--- src/rtl/bm_led_output_stage_if.sv ---
// Handshake bundle for one BondMachine output port: 8-bit data, valid from the
// processor and the single-cycle received acknowledge back to it.
interface bm_led_output_stage_if;
    logic [7:0] in_data;
    logic       in_valid;
    logic       in_received;

    modport master (
        output in_data,
        output in_valid,
        input  in_received
    );

    modport slave (
        input  in_data,
        input  in_valid,
        output in_received
    );
endinterface

--- src/rtl/bm_led_output_stage.sv ---
// LED output stage for a BondMachine output port: acknowledges and queues each
// published value, then shows every queued value on the LEDs for a minimum dwell.
module bm_led_output_stage #(
    parameter int DEPTH       = 4,
    parameter int HOLD_CYCLES = 50000000,
    parameter int DEDUP       = 1
) (
    input  logic                     clock_signal,
    input  logic                     reset_signal,
    bm_led_output_stage_if.slave     bm_port,
    output logic [7:0]               led,
    output logic                     led_active,
    output logic [$clog2(DEPTH):0]   fifo_level,
    output logic                     overflow
);

    localparam int PTR_W   = $clog2(DEPTH);
    localparam int LVL_W   = PTR_W + 1;
    localparam int DWELL_W = $clog2(HOLD_CYCLES) + 1;

    localparam logic [LVL_W-1:0]   LEVEL_FULL = LVL_W'(DEPTH);
    localparam logic [DWELL_W-1:0] DWELL_LOAD = DWELL_W'(HOLD_CYCLES - 1);

    typedef enum logic {
        IDLE,
        SHOW
    } state_t;

    state_t               state_q;
    state_t               state_d;
    logic [7:0]           fifo_mem [DEPTH];
    logic [PTR_W-1:0]     rd_ptr;
    logic [PTR_W-1:0]     wr_ptr;
    logic [DWELL_W-1:0]   dwell_q;
    logic [DWELL_W-1:0]   dwell_d;
    logic [7:0]           led_d;
    logic                 led_active_d;
    logic                 received_q;
    logic [7:0]           last_data;
    logic                 last_valid;
    logic                 fifo_full;
    logic                 fifo_empty;
    logic                 is_dup;
    logic                 accept;
    logic                 push;
    logic                 pop;

    assign fifo_full  = (fifo_level == LEVEL_FULL);
    assign fifo_empty = (fifo_level == '0);

    // Received blocks a second capture: the processor still holds valid on
    // the edge where it first sees the acknowledge.
    assign is_dup = (DEDUP != 0) && last_valid && (bm_port.in_data == last_data);
    assign accept = bm_port.in_valid && !received_q && !fifo_full;
    assign push   = accept && !is_dup;

    assign bm_port.in_received = received_q;

    always_ff @(posedge clock_signal or negedge reset_signal) begin
        if (!reset_signal) begin
            received_q <= 1'b0;
            last_data  <= 8'h00;
            last_valid <= 1'b0;
            overflow   <= 1'b0;
        end else begin
            received_q <= accept;
            if (accept) begin
                last_data  <= bm_port.in_data;
                last_valid <= 1'b1;
            end
            if (bm_port.in_valid && fifo_full) begin
                overflow <= 1'b1;
            end
        end
    end

    // Storage carries no reset; the pointers and level define what is valid.
    always_ff @(posedge clock_signal) begin
        if (push) begin
            fifo_mem[wr_ptr] <= bm_port.in_data;
        end
    end

    always_ff @(posedge clock_signal or negedge reset_signal) begin
        if (!reset_signal) begin
            wr_ptr     <= '0;
            rd_ptr     <= '0;
            fifo_level <= '0;
        end else begin
            if (push) begin
                wr_ptr <= wr_ptr + PTR_W'(1);
            end
            if (pop) begin
                rd_ptr <= rd_ptr + PTR_W'(1);
            end
            case ({push, pop})
                2'b10:   fifo_level <= fifo_level + LVL_W'(1);
                2'b01:   fifo_level <= fifo_level - LVL_W'(1);
                default: fifo_level <= fifo_level;
            endcase
        end
    end

    always_ff @(posedge clock_signal or negedge reset_signal) begin
        if (!reset_signal) begin
            state_q    <= IDLE;
            dwell_q    <= '0;
            led        <= 8'h00;
            led_active <= 1'b0;
        end else begin
            state_q    <= state_d;
            dwell_q    <= dwell_d;
            led        <= led_d;
            led_active <= led_active_d;
        end
    end

    // Pops only see the level from before the edge, so a value pushed on this
    // edge is never shown until the following one.
    always_comb begin
        state_d      = state_q;
        dwell_d      = dwell_q;
        led_d        = led;
        led_active_d = led_active;
        pop          = 1'b0;
        case (state_q)
            IDLE: begin
                if (!fifo_empty) begin
                    pop          = 1'b1;
                    led_d        = fifo_mem[rd_ptr];
                    dwell_d      = DWELL_LOAD;
                    led_active_d = 1'b1;
                    state_d      = SHOW;
                end
            end
            SHOW: begin
                if (dwell_q != '0) begin
                    dwell_d = dwell_q - DWELL_W'(1);
                end else if (!fifo_empty) begin
                    pop          = 1'b1;
                    led_d        = fifo_mem[rd_ptr];
                    dwell_d      = DWELL_LOAD;
                    led_active_d = 1'b1;
                end else begin
                    led_active_d = 1'b0;
                    state_d      = IDLE;
                end
            end
            default: begin
                state_d      = IDLE;
                led_active_d = 1'b0;
            end
        endcase
    end

endmodule

--- src/flat_wrapper.sv ---
// flat-port wrapper written by rule: the top's interface ports become plain ports
module bm_led_output_stage_flat 
#(
    parameter int DEPTH       = 4,
    parameter int HOLD_CYCLES = 50000000,
    parameter int DEDUP       = 1
)
  (clock_signal, reset_signal, led, led_active, fifo_level, overflow, bm_port_in_data, bm_port_in_valid, bm_port_in_received);
  bm_led_output_stage_if bm_port_i ();
  input  logic clock_signal;
  input  logic reset_signal;
  output logic [7:0] led;
  output logic led_active;
  output logic [$clog2(DEPTH):0] fifo_level;
  output logic overflow;
  input wire logic [$bits(bm_port_i.in_data)-1:0] bm_port_in_data;
  input wire logic [$bits(bm_port_i.in_valid)-1:0] bm_port_in_valid;
  output wire logic [$bits(bm_port_i.in_received)-1:0] bm_port_in_received;
  assign bm_port_i.in_data = bm_port_in_data;
  assign bm_port_i.in_valid = bm_port_in_valid;
  assign bm_port_in_received = bm_port_i.in_received;
  bm_led_output_stage #(.DEPTH(DEPTH), .HOLD_CYCLES(HOLD_CYCLES), .DEDUP(DEDUP)) u_core (.clock_signal(clock_signal), .reset_signal(reset_signal), .bm_port(bm_port_i), .led(led), .led_active(led_active), .fifo_level(fifo_level), .overflow(overflow));
endmodule
--- config.mk ---
export PLATFORM = sky130hd
export DESIGN_NAME = bm_led_output_stage_flat
export DESIGN_NICKNAME = d
export VERILOG_FILES = /design/src/rtl/bm_led_output_stage_if.sv /design/src/rtl/bm_led_output_stage.sv /design/src/flat_wrapper.sv
export SDC_FILE = /design/constraint.sdc
export NUM_CORES = 1
export LEC_CHECK = 0
export ABC_AREA = 1
export BUFFER_PORTS_ARGS = -buffer_cell sky130_fd_sc_hd__buf_2
export CAP_MARGIN = 20
export CORE_AREA = 5 5 129 131
export DETAILED_ROUTE_END_ITERATION = 12
export DIE_AREA = 0 0 134 136
export SETUP_SLACK_MARGIN = 0.05
export SKIP_LAST_GASP = 1
export SLEW_MARGIN = 25
export SYNTH_ARGS = -nofsm -noshare
export SYNTH_HDL_FRONTEND = slang
export SYNTH_SLANG_ARGS = --single-unit
--- constraint.sdc ---
create_clock -name clock_signal -period 5.9 [get_ports clock_signal]
set_input_delay 0.885 -clock clock_signal [delete_from_list [all_inputs] [get_ports clock_signal]]
set_output_delay 0.885 -clock clock_signal [all_outputs]
set_load 0.005 [all_outputs]
# After elaboration in Yosys (flattened, before gate mapping)
# Memories as Yosys holds them, arrays and structs flattened.
# Cells that the tools add are included.
[word_totals]
regBits = 55
ram_bits = 32
input_bits = 11
output_inout_bits = 14
word_cells = 53
mem_count = 1
[op_classes]
n_addsub = 5
n_eq_ne = 6
mux = 17
bitwise = 1
reduce_logical = 12
[mem_list]
columns = ["memory", "depth", "width", "rd", "rd_ports_with_merged_regs", "write_ports", "line_no", "text"]
rows = [
  ["u_core.fifo_mem", 4, 8, 1, 0, 1, "bm_led_output_stage.sv:31", "logic [7:0] fifo_mem [DEPTH];"],
]
[ops]
columns = ["operator", "n"]
rows = [
  ["$mux 27", 2],
  ["$pmux 27 s2", 1],
  ["$reduce_bool 27->1", 1],
  ["$sub 27x1->27 const B", 1],
  ["$mux 8", 2],
  ["$pmux 8 s2", 1],
  ["$eq 8x8->1", 1],
  ["$mux 1", 7],
  ["$pmux 1 s2", 3],
  ["$pmux 3 s2", 1],
  ["$logic_and 1x1->1", 5],
  ["$add 2x1->2 const B", 2],
  ["$ne 2x2->1 const B", 2],
  ["$add 3x1->3 const B", 1],
  ["$eq 3x3->1 const B", 1],
  ["$logic_not 1->1", 3],
  ["$logic_not 3->1", 1],
  ["$sub 3x1->3 const B", 1],
  ["$eq 2x1->1 const B", 1],
  ["$eq 2x2->1 const B", 1],
  ["$reduce_and 2->1", 1],
  ["$reduce_bool 2->1", 1],
  ["$not 1->1", 1],
]

# Logic depth before layout (Yosys ltp)
[depth]
ltp_word = 6
depth_mapped = 15
mapped_depth_nobuf = 15

# Least setup slack after synthesis
# OpenSTA, ideal clock, no wires.
[synth_path]
kind = "input port to flip-flop"
from = "in bm_port_in_data[0]"
to = "reg u_core.fifo_level[1]"
setup_time_ps = 83
arrival_time_ps = 2345
required_ps = 5817
slack_ps = 3472
stages = 10
path_buffers = 0
cell_sequence = "inv_1 or2_2 o211ai_1 nor2_1 nand2_1 nand2_1 ha_1 inv_1 fa_1 o21ai_0"
[synth_between]
elab_chain_len = 6
elab_cells_between_ends = 8
cone_classes = "eq/ne (3); mux (1); reduce/logical (4)"
[synth_lines]
columns = ["element", "line_no", "text"]
rows = [
  ["start: declaration", "flat_wrapper.sv:16", "input wire logic [$bits(bm_port_i.in_data)-1:0] bm_port_in_data;"],
  ["$eq 8x8->1 (*)", "bm_led_output_stage.sv:53", "assign is_dup = (DEDUP != 0) && last_valid && (bm_port.in_data == last_data);"],
  ["$logic_and 1x1->1 (*)", "bm_led_output_stage.sv:53", ""],
  ["$logic_not 1->1 (*)", "bm_led_output_stage.sv:55", "assign push = accept && !is_dup;"],
  ["$logic_and 1x1->1 (*)", "bm_led_output_stage.sv:55", ""],
  ["$eq 2x1->1 / $eq 2x2->1 (equally long branches)", "bm_led_output_stage.sv:96", "case ({push, pop})"],
  ["$pmux 3 s2 / $reduce_bool 2->1 (equally long branches)", "n/a", ""],
  ["end signal: assignment", "bm_led_output_stage.sv:97", "2'b10: fifo_level <= fifo_level + LVL_W'(1);"],
  ["end signal: assignment", "bm_led_output_stage.sv:98", "2'b01: fifo_level <= fifo_level - LVL_W'(1);"],
  ["end signal: assignment", "bm_led_output_stage.sv:99", "default: fifo_level <= fifo_level;"],
  ["end: declaration", "bm_led_output_stage.sv:13", "output logic [$clog2(DEPTH):0] fifo_level,"],
]
# Every way passes the cells marked *; elsewhere a longest branch is shown, timed or not.
# A chain may end at the register's enable or synchronous reset.

# Final worst setup path
[layout_path]
from = "reg u_core.fifo_level[0]"
to = "reg u_core.fifo_level[2]"
[layout_between]
elab_chain_len = 6
elab_cells_between_ends = 14
cone_classes = "add/sub (2); eq/ne (3); mux (4); reduce/logical (5)"
[layout_lines]
columns = ["element", "line_no", "text"]
rows = [
  ["$logic_not 3->1 (*)", "bm_led_output_stage.sv:49", "assign fifo_empty = (fifo_level == '0);"],
  ["$mux 1 (*)", "bm_led_output_stage.sv:128, bm_led_output_stage.sv:139", ""],
  ["$mux 1", "bm_led_output_stage.sv:137", "if (dwell_q != '0) begin"],
  ["$pmux 1 s2 (*)", "bm_led_output_stage.sv:126", "case (state_q)"],
  ["via u_core.pop", "bm_led_output_stage.sv:46", "logic pop;"],
  ["$eq 2x1->1 / $eq 2x2->1 (equally long branches)", "bm_led_output_stage.sv:96", ""],
  ["$pmux 3 s2 / $reduce_bool 2->1 (equally long branches)", "n/a", ""],
]
# Mark *: on every way through the listed nets, which the timed path passes. The rest lies on a longest branch.

==> results by group <==
Yosys
  • Post-synth EDFFs: 32
  • Post-Syn Instances: 546
  • Mapped Nets: 564
  • Area fraction of the dominant cell type after synthesis: 30.5%
  • Top-count cell post-synth: nand2_1
  • Mean post-synth cell area: 8.27 µm²
  • Synth Flop Type: dfrtp_1
  • Sequential fraction of the synthesis area: 51.7%
  • Largest area contributor in the netlist: dfrtp_1
  • Synth top cells by count: nand2_1 (187), nor2_1 (63), dfrtp_1 (55)
  • Cell variety after synth: 34
  • Seq cells post-synth: 87
  • Ys async rst share: 63.2%
  • Yosys warnings: 0
  • Synthesized area: 4520 µm²
  • Largest cells by area after synthesis: dfrtp_1 (30%), edfxtp_1 (21%), nand2_1 (16%)

Critical path
  • Slowest Stage Delay on Critical Path: 0.49 ns
  • Crit-path slowest cell: inv_1
  • WS Path Type: register to register
  • CP max FO: 18
  • WP data required: 6.17 ns
  • CP top delay family: simple AND/OR/NAND/NOR gates
  • Startpoint type of the worst setup path: register
  • Bufs and invs on worst path: 2
  • Cell mode on critical path: nor2_1
  • Critical path capture point type: register
  • Arr. time, crit path: 3.00 ns
  • CP Cell Sequence: nor2_1 -> nand2_1 -> inv_1 -> nor2_2 -> ha_1 -> inv_1 -> fa_1 -> nor2_1 -> nor2_1 -> nand2_1 -> xor2_1

Timing
  • Least-Margin Pin Slew: 0.763 ns
  • # setup viols final: 0
  • Final min period: 2.73 ns
  • Clock skew: 0.00891 ns
  • Final worst setup slack: 3.17 ns
  • Unrepaired setup endpoints after global routing: no
  • Final Hold Vio Count: 0
  • Slew headroom: 48.9%
  • Peak Freq: 367 MHz
  • Period utilization: 46.2%
  • Max-slew violation count: 0
  • Setup tns final: 0 ns

GRT
  • First-pass GRT wire length: 16200 µm
  • Initial antenna violation count: 0
  • GRT overflow: 0
  • Tot GR Track Use: 11.2%
  • Largest net degree at the start of global routing: 56
  • Number of global-route vias before repair: 3243

Floorplanning
  • Die footprint: 18200 µm²
  • Die H: 136 µm
  • Width of the die: 134 µm
  • Core area: 15500 µm²
  • Initial Utilization: 29.2%
  • Core Rows: 46
  • # IOs: 25

Placed design
  • Dpl hpwl: 6680 µm
  • Port buffer count: 24
  • Setup WS pre-CTS: 3.02 ns
  • GP Congestion: 0.805

Detailed routing
  • Routed Antenna Nets: 0
  • Via density: 4.47
  • Drt total wl: 9610 µm
  • DR pass1 iterations: 5
  • Starting DRC count in detailed routing: 174
  • WL/cell: 12.5 µm
  • Drt drc: 0
  • Vias: 3426

CTS
  • Clock Latency Late Sink: 0.34 ns
  • Number of setup buffers added after CTS: 0
  • Clock buffer depth: 2
  • CTS root buffer: clkbuf_16
  • CTS Sinks: 87
  • H-tree depth: 3
  • CTS clk-pin slew, worst paths: 0.07 ns
  • CTS tree: done
  • CTS Hold Bufs: 0
  • CTS buffer count: 9
  • Post-cts resize count: 0

Cells and area
  • Diode count: 0
  • Area occupied by multi-input gates: 1880 µm²
  • Fill count: 1616
  • Fin nets: 587
  • Register area: 2340 µm²
  • Layout cells sized above 1: 12.0%
  • Area grow syn2layout: 13.0%

Run status
  • Status: completed

Power
  • Pwr per Cell Area: 306 nW/µm²
  • Lkg Pwr: 2.36 nW
  • VDD IR max: 0.238 mV

Hold path
  • Worst Hold Class: register to register

Job
  • Max Cap Viol: 0
## cells in the final DEF (no fill, tap or decap), types with 4 or more instances in the layout
master	synthesis	final
dfrtp_1	55	55
a21oi_1	8	8
o21ai_0	22	22
a32oi_1	8	8
nand2_1	187	187
nand4_1	6	6
edfxtp_1	32	32
nand2_2	4	4
xor2_1	9	9
clkbuf_16	0	9
nand3_1	39	39
buf_2	2	24
o21ai_1	5	5
nor2_2	6	6
nor2_1	63	63
ha_1	6	6
inv_1	54	54
xnor2_1	5	5
## worst min-delay path, cell delays in order (launching register included)
cell and delay [ns]:
dfrtp_1 0.32, inv_1 0.05, nand2_1 0.06
## through the flow
| step | hold slack (ns) | util (%) | power [mW] | cells | area, µm² |
|---|---|---|---|---|---|
| finish | 0.456 | 33.0 | 1.56 | 766 | 5100 |
| global placement | 0.437 | 31.1 | 1.02 | 750 | 4810 |
| global route | 0.495 | 33.0 | 1.67 | 766 | 5100 |
| CTS | 0.462 | 33.0 | 1.59 | 766 | 5100 |
| floorplan | 0.423 | - | 0.933 | 546 | 4520 |
| detailed placement | 0.445 | 31.1 | 1.02 | 750 | 4810 |
## final cells by class
cell class              count  share of cell area (%)
well taps                 192                    4.71
inverters                  58                    4.31
clock buffers               9                    4.41
flip-flops and latches     87                    45.8
repair buffers             26                    2.65
multi-input cells         387                    36.7
clock inverters             7                    1.40
## flip-flops by register name (all words and copies together) (netlist names)
register,cells
u_core.last_valid,1
u_core.fifo_mem,32
u_core.bm_port.in_received,1
u_core.led,8
u_core.led_active,1
u_core.overflow,1
u_core.state_q,1
u_core.last_data,8
u_core.fifo_level,3
u_core.dwell_q,27
u_core.wr_ptr,2
u_core.rd_ptr,2
## per-layer routing
| metal | vias up | routed length, µm | global-route usage [%] |
|---|---|---|---|
| li1 | 1792 | - | - |
| met1 | 1588 | 4470 | 14.3 |
| met2 | 39 | 4760 | 19.1 |
| met3 | 7 | 297 | 2.78 |
| met4 | 0 | 82 | 2.80 |
| met5 | - | 0 | 0 |
## power breakdown
part           switching [mW]  leakage [nW]  total, mW  internal (mW)
registers              0.0396         0.908      0.753          0.713
clock network           0.262         0.146      0.560          0.298
logic                   0.168          1.31      0.250         0.0821
## cells by family (layout without fill, tap and decap cells)
kind of cell    Yosys count  count (layout)  share of synthesized area [%]
fa+ha+maj                 7               7                           2.10
xor+xnor                 14              14                           2.71
flops                    87              87                           51.7
compound gates           49              49                           6.54
simple gates            317             317                           30.2
buf+inv                  72             100                           6.76
## worst paths after layout
kind                                                  start                                to  slack (ns)  cells past startpoint
min in group asynchronous                      reset_signal      u_core.dwell_q[14]$_DFF_PN0_        0.67                      2
min reg2reg                   u_core.last_valid$_DFFE_PN0P_     u_core.last_valid$_DFFE_PN0P_        0.46                      2
max in group asynchronous                      reset_signal      u_core.dwell_q[11]$_DFF_PN0_        4.71                      2
min                           u_core.last_valid$_DFFE_PN0P_     u_core.last_valid$_DFFE_PN0P_        0.46                      2
max                        u_core.fifo_level[0]$_DFFE_PN0P_  u_core.fifo_level[2]$_DFFE_PN0P_        3.17                     11
max reg2reg                u_core.fifo_level[0]$_DFFE_PN0P_  u_core.fifo_level[2]$_DFFE_PN0P_        3.17                     11
(Power assumes the default switching activity.)
